### src/rtl/uart_tx_8n1.sv
// 8N1 UART transmitter: takes a byte on a one-cycle start strobe and sends
// one frame on the line: a start bit, then 8 data bits LSB first, then a stop bit.
// All outputs come straight from flops. The next-state logic computes the
// next value of each output, and the flops register it.
module uart_tx_8n1 #(
  parameter int unsigned CLKS_PER_BIT = 16,
  parameter int unsigned DATA_BITS    = 8
) (
  input  logic                 clk,
  input  logic                 rst,
  input  logic                 tx_start,
  input  logic [DATA_BITS-1:0] tx_data,
  output logic                 tx,
  output logic                 busy,
  output logic                 done
);

  localparam int unsigned     CntW   = (CLKS_PER_BIT > 1) ? $clog2(CLKS_PER_BIT) : 1;
  localparam logic [CntW-1:0] CntMax = CntW'(CLKS_PER_BIT - 1);
  localparam logic [2:0]      IdxMax = 3'(DATA_BITS - 1);

  typedef enum logic [1:0] {
    StIdle,
    StStart,
    StData,
    StStop
  } state_e;

  state_e                 state_q, state_d;
  logic [CntW-1:0]        cnt_q, cnt_d;
  logic [2:0]             idx_q, idx_d;
  logic [DATA_BITS-1:0]   shreg_q, shreg_d;
  logic                   tx_q, tx_d;
  logic                   busy_q, busy_d;
  logic                   done_q, done_d;
  logic                   bit_end;

  assign bit_end = (cnt_q == CntMax);

  // Next-state logic. The outputs are the values for the next cycle.
  always_comb begin
    state_d = state_q;
    cnt_d   = cnt_q;
    idx_d   = idx_q;
    shreg_d = shreg_q;
    tx_d    = tx_q;
    busy_d  = busy_q;
    done_d  = 1'b0;

    unique case (state_q)
      StIdle: begin
        tx_d   = 1'b1;
        busy_d = 1'b0;
        if (tx_start) begin
          shreg_d = tx_data;
          state_d = StStart;
          cnt_d   = '0;
          tx_d    = 1'b0;
          busy_d  = 1'b1;
        end
      end
      StStart: begin
        if (bit_end) begin
          cnt_d   = '0;
          idx_d   = '0;
          state_d = StData;
          tx_d    = shreg_q[0];
        end else begin
          cnt_d = cnt_q + CntW'(1);
        end
      end
      StData: begin
        if (bit_end) begin
          cnt_d = '0;
          if (idx_q == IdxMax) begin
            state_d = StStop;
            tx_d    = 1'b1;
          end else begin
            idx_d = idx_q + 3'd1;
            tx_d  = shreg_q[idx_d];
          end
        end else begin
          cnt_d = cnt_q + CntW'(1);
        end
      end
      StStop: begin
        if (bit_end) begin
          cnt_d   = '0;
          state_d = StIdle;
          tx_d    = 1'b1;
          busy_d  = 1'b0;
          done_d  = 1'b1;
        end else begin
          cnt_d = cnt_q + CntW'(1);
        end
      end
      default: begin
        state_d = StIdle;
        tx_d    = 1'b1;
        busy_d  = 1'b0;
      end
    endcase
  end

  // State and output registers. On reset the line goes back to mark at once.
  always_ff @(posedge clk or posedge rst) begin
    if (rst) begin
      state_q <= StIdle;
      cnt_q   <= '0;
      idx_q   <= '0;
      shreg_q <= '0;
      tx_q    <= 1'b1;
      busy_q  <= 1'b0;
      done_q  <= 1'b0;
    end else begin
      state_q <= state_d;
      cnt_q   <= cnt_d;
      idx_q   <= idx_d;
      shreg_q <= shreg_d;
      tx_q    <= tx_d;
      busy_q  <= busy_d;
      done_q  <= done_d;
    end
  end

  assign tx   = tx_q;
  assign busy = busy_q;
  assign done = done_q;

endmodule

### config.mk
export PLATFORM = sky130hd
export DESIGN_NAME = uart_tx_8n1
export DESIGN_NICKNAME = d
export VERILOG_FILES = /design/src/rtl/uart_tx_8n1.sv
export SDC_FILE = /design/constraint.sdc
export NUM_CORES = 1
export LEC_CHECK = 0
export ABC_AREA = 1
export BUFFER_PORTS_ARGS = -buffer_cell sky130_fd_sc_hd__buf_2
export CAP_MARGIN = 0
export CORE_MARGIN = 1.5
export CORE_UTILIZATION = 40
export CTS_BUF_LIST = sky130_fd_sc_hd__clkbuf_16
export CTS_CLUSTER_DIAMETER = 30
export DETAILED_ROUTE_END_ITERATION = 10
export PLACE_DENSITY = 0.59
export SYNTH_ARGS = -nofsm -noshare
export SYNTH_HDL_FRONTEND = slang
export SYNTH_SLANG_ARGS = --single-unit
### constraint.sdc
create_clock -name clk -period 5 [get_ports clk]
set_clock_uncertainty 0.15 [all_clocks]
set_input_delay 1 -clock clk [delete_from_list [all_inputs] [get_ports clk]]
set_output_delay 1 -clock clk [all_outputs]
set_load 0.02 [all_outputs]
==> impl.org <==
** Power
- Cell internal power was estimated by the tool at 0.439 mW.
- Sw Ratio :: 38.0%
- Psw :: between 0.2 and 0.3 mW
- Worst voltage drop across the vdd grid :: 394 uV
- Summed over all cells, the static leakage comes to 0.622 nW.
- Part of the power in combinational logic :: 38.7%
- Sum of internal, switching and leakage power :: 0.709 mW
- Per report_power, the clock group accounts for 23.3% of the total.
- Dividing total power by cell area gives a power density of 589 mW/mm2.
- Flop pwr share :: 38.0%

** Synth
- The mapped netlist covers 0.00102 mm2.
- Flops & latches, synth :: 20
- Number of library cell types mapped by synthesis :: 20
- Syn_nets :: between 100 and 150
- Yosys printed 0 warnings.
- Cell count after synthesis :: 122
- Sequential elements use 49.1% of the synthesized area.
- Syn avg cell area :: approximately 8.4 um2

** CTS
- At the later pin of the worst-skew pair, clock insertion delay measures about 0.25 ns.
- Number of levels the H-tree was split into :: 1
- Counting every sink on the clock net gives 20.
- In this run, post-CTS hold repair placed 0 buffers.
- TritonCTS built the clock tree.
- TritonCTS created 3 clock buffers.
- Clock-pin slew was measured on the worst setup and hold paths at ~0.050 ns.
- Number of instances resized during post-cts repair :: 0
- Cell at the root of the clock tree :: sky130_fd_sc_hd__clkbuf_16
- Bufs on Longest Clock Path :: 2
- Buffers added to address setup during post-CTS repair amount to 0.

** STA
- Setup repair after global routing missed its margin :: false
- In the final timing run, aggregate negative setup slack is 0 ns.
- Part of the cycle the worst path needs :: 41.7%
- The count of pins over their slew limit came to 0.
- Setup violations remaining at the end of the flow were counted as 0.
- On the final layout, the worst hold slack is roughly 0.34 ns.
- The clock period could shrink to ~2.1 ns.
- Based on the critical path, the design can be clocked at up to 0.479 GHz.
- Number of endpoints with negative hold slack in the final report :: 0
- Pin slew with the least headroom to its limit :: around 0.77 ns
- Remaining max-slew budget at the tightest pin :: just under 50%

** Placed design
- The congestion estimate from routability-driven global placement came to 0.730.
- Once placement finished, the instance area stood at 0.00112 mm2.
- After legalization and detailed placement, the total HPWL measured 1.43 mm.
- Count of port buffers added during placement :: 13

** Floorplanning
- X dimension of the die :: 53.6 um
- Full die area :: 0.00287 mm2
- In this run the standard cell core region covers ~0.0025 mm2.
- 14 I/O pins were placed.
- Placement row count :: 18
- The floorplan step set the die height to 53.6 um.
- Once the floorplan was initialized, standard cells occupied 41.6% of the core.

** Setup path
- Together, buffers and inverters on the worst path number 1.
- For the worst setup path, the data required time is 3.85 ns.
- The worst register-to-register path has a setup slack of ~3.2 ns.
- STA classifies the critical path startpoint as a flip-flop.
- Launch point of the worst reg-to-reg path :: idx_q[0]
- Launching element of the worst setup path :: tx
- Of all nets on the critical path, the largest fanout is 2.
- For this design, the slowest cell found on the critical path is sky130_fd_sc_hd__dfstp_2.
- Critical path's top delay family :: flip-flops
- Count of cells along the worst register-to-register path :: 7
- Worst Path Class, Setup :: reg2out
- The endpoint identified for the worst register-to-register timing path is idx_q[0].
- Cell chain of the critical path :: buf_2
- The worst setup path is captured at an output pin.
- Delay contributed by the slowest stage of the critical path :: between 0.5 and 0.6 ns
- Worst path arrival time :: 0.94 ns

** Min path
- The path with the worst hold slack has its endpoint at tx.
- Hold Path Class :: reg2reg
- The worst hold path was traced through 2 stages.
- In this run the most critical hold path is launched from tx.

** Final layout
- Number of nets at the end of the flow :: 158
- Footprint of the flip-flops and latches :: ~500 um2
- Area of the multi-input gates :: approximately 470 um2
- Cells fill 49.0% of the core in the end.
- Final instance area :: 0.00120 mm2
- The number of antenna diodes in the final layout is 0.
- The area growth from synthesis to layout is 17.7%.
- Most common cell after layout, fill and taps aside :: sky130_fd_sc_hd__nand2_1
- Commonest non-fill, non-tap cells in the layout :: sky130_fd_sc_hd__nand2_1, sky130_fd_sc_hd__dfrtp_1, sky130_fd_sc_hd__nand3_1, sky130_fd_sc_hd__buf_2, sky130_fd_sc_hd__inv_1
- The post-route netlist has 15.8% of its cells at a drive strength greater than 1.
- After filler insertion, the fill cell instance count of the layout stands at 249.

** Route
- Total detailed-routing wirelength :: 2.01 mm
- Routed wire per std cell :: 11.9 um
- DRT antenna net count :: 0
- Drt pass-1 iters :: 4
- Number of vias in the routed layout :: about 830
- Via-to-Cell Ratio :: 4.93
- Number of DRC violations after detailed routing :: 0
- Number of design-rule violations left by the first detailed-router iteration :: 19

** Global route
- The number of antenna violations at the first check in global routing was 0.
- Via count of the first global-routing pass :: between 700 and 800
- Entering global routing, the biggest net connects 21 pins.
- Wire length of the first global-routing pass :: between 3 and 4 mm
- Global-route congestion overflow total :: 0
- Global-route usage over all layers :: 17.2%

** Flow run
- Maximum capacitance violations :: 0

** Run status
- The run finished with clean final reports.
logic make-up (layout without fill, tap and decap cells):
logic type / after synthesis / count (layout) / share of synthesized area [%]
buf+inv: 14 / 31 / 5.14
simple gates: 67 / 67 / 29.3
fa+ha+maj: 7 / 7 / 8.57
compound gates: 13 / 13 / 7.10
xor+xnor: 1 / 1 / 0.857
flops: 20 / 20 / 49.1
worst max-delay path by stage:
stage	slack [ns]	depth (start not counted)	endpoint
5_1_grt	2.89	1	tx
3_5_place_dp	2.95	6	tx
3_3_place_gp	2.98	6	tx
4_1_cts	2.91	1	tx
6_report	2.91	1	tx
2_1_floorplan	3.25	5	tx
metal layers:
metal / track usage [%] / vias up / part of all wire [%]
met5: 0 / - / 0
met4: 7.69 / 0 / 1.6
met3: 4.17 / 5 / 2.7
li1: - / 429 / -
met1: 23.6 / 389 / 50
met2: 25.7 / 10 / 46
stage by stage:
| step | instances | setup WS, ns |
|---|---|---|
| floorplan | 122 | 3.25 |
| global placement | 165 | 2.98 |
| detailed placement | 165 | 2.95 |
| CTS | 169 | 2.91 |
| global route | 169 | 2.89 |
| finish | 169 | 2.91 |
worst register-to-register path: cells and delay by family, from the launching register on:
kind	cells	cell delay, ns
AO/OA/AOI/OAI	2	0.45
adder cells (fa/ha/maj)	2	0.41
buffers and inverters	1	0.07
flip-flops	1	0.44
AND/OR/NAND/NOR	2	0.17
power by group through the flow:
stage / Combinational, mW / Sequential, mW / Clock, mW
final: 0.275 / 0.270 / 0.165
after global routing: 0.314 / 0.276 / 0.174
after CTS: 0.279 / 0.269 / 0.167
after detailed placement: 0.272 / 0.271 / 0
after global placement: 0.263 / 0.270 / 0
after floorplan: 0.206 / 0.270 / 0
cell usage after synthesis:
| cell type | n | share of area [%] |
|---|---|---|
| sky130_fd_sc_hd__o21ai_2 | 1 | 0.86 |
| sky130_fd_sc_hd__o21ai_1 | 1 | 0.49 |
| sky130_fd_sc_hd__inv_2 | 1 | 0.37 |
| sky130_fd_sc_hd__dfrtp_1 | 19 | 47 |
| sky130_fd_sc_hd__nor3b_4 | 1 | 1.8 |
| sky130_fd_sc_hd__inv_1 | 12 | 4.4 |
| sky130_fd_sc_hd__nand2_1 | 46 | 17 |
| sky130_fd_sc_hd__clkinv_1 | 1 | 0.37 |
| sky130_fd_sc_hd__dfstp_2 | 1 | 2.6 |
| sky130_fd_sc_hd__nor2_4 | 1 | 1.1 |
| sky130_fd_sc_hd__a21oi_1 | 2 | 0.98 |
| sky130_fd_sc_hd__ha_1 | 7 | 8.6 |
| sky130_fd_sc_hd__nor3_1 | 2 | 0.98 |
| sky130_fd_sc_hd__nand2_2 | 1 | 0.61 |
| sky130_fd_sc_hd__o21ai_0 | 8 | 3.9 |
| sky130_fd_sc_hd__nand3_1 | 13 | 6.4 |
| sky130_fd_sc_hd__a22o_1 | 1 | 0.86 |
| sky130_fd_sc_hd__xor2_1 | 1 | 0.86 |
| sky130_fd_sc_hd__nand3b_1 | 1 | 0.73 |
| sky130_fd_sc_hd__nor2_1 | 2 | 0.73 |
flip-flops by register name, indices dropped and copies added (netlist names):
name	count
cnt_q	4
done	1
busy	1
tx	1
shreg_q	8
state_q	2
idx_q	3
layout make-up:
type                    instances  share of cell area (%)
clock inverters                 1                   0.312
flip-flops and latches         20                    41.7
clock buffers                   3                    6.24
inverters                      14                    4.37
repair buffers                 13                    5.41
well taps                      30                    3.12
multi-input cells              88                    38.9
No activity file was read; power rests on OpenSTA's default activity.
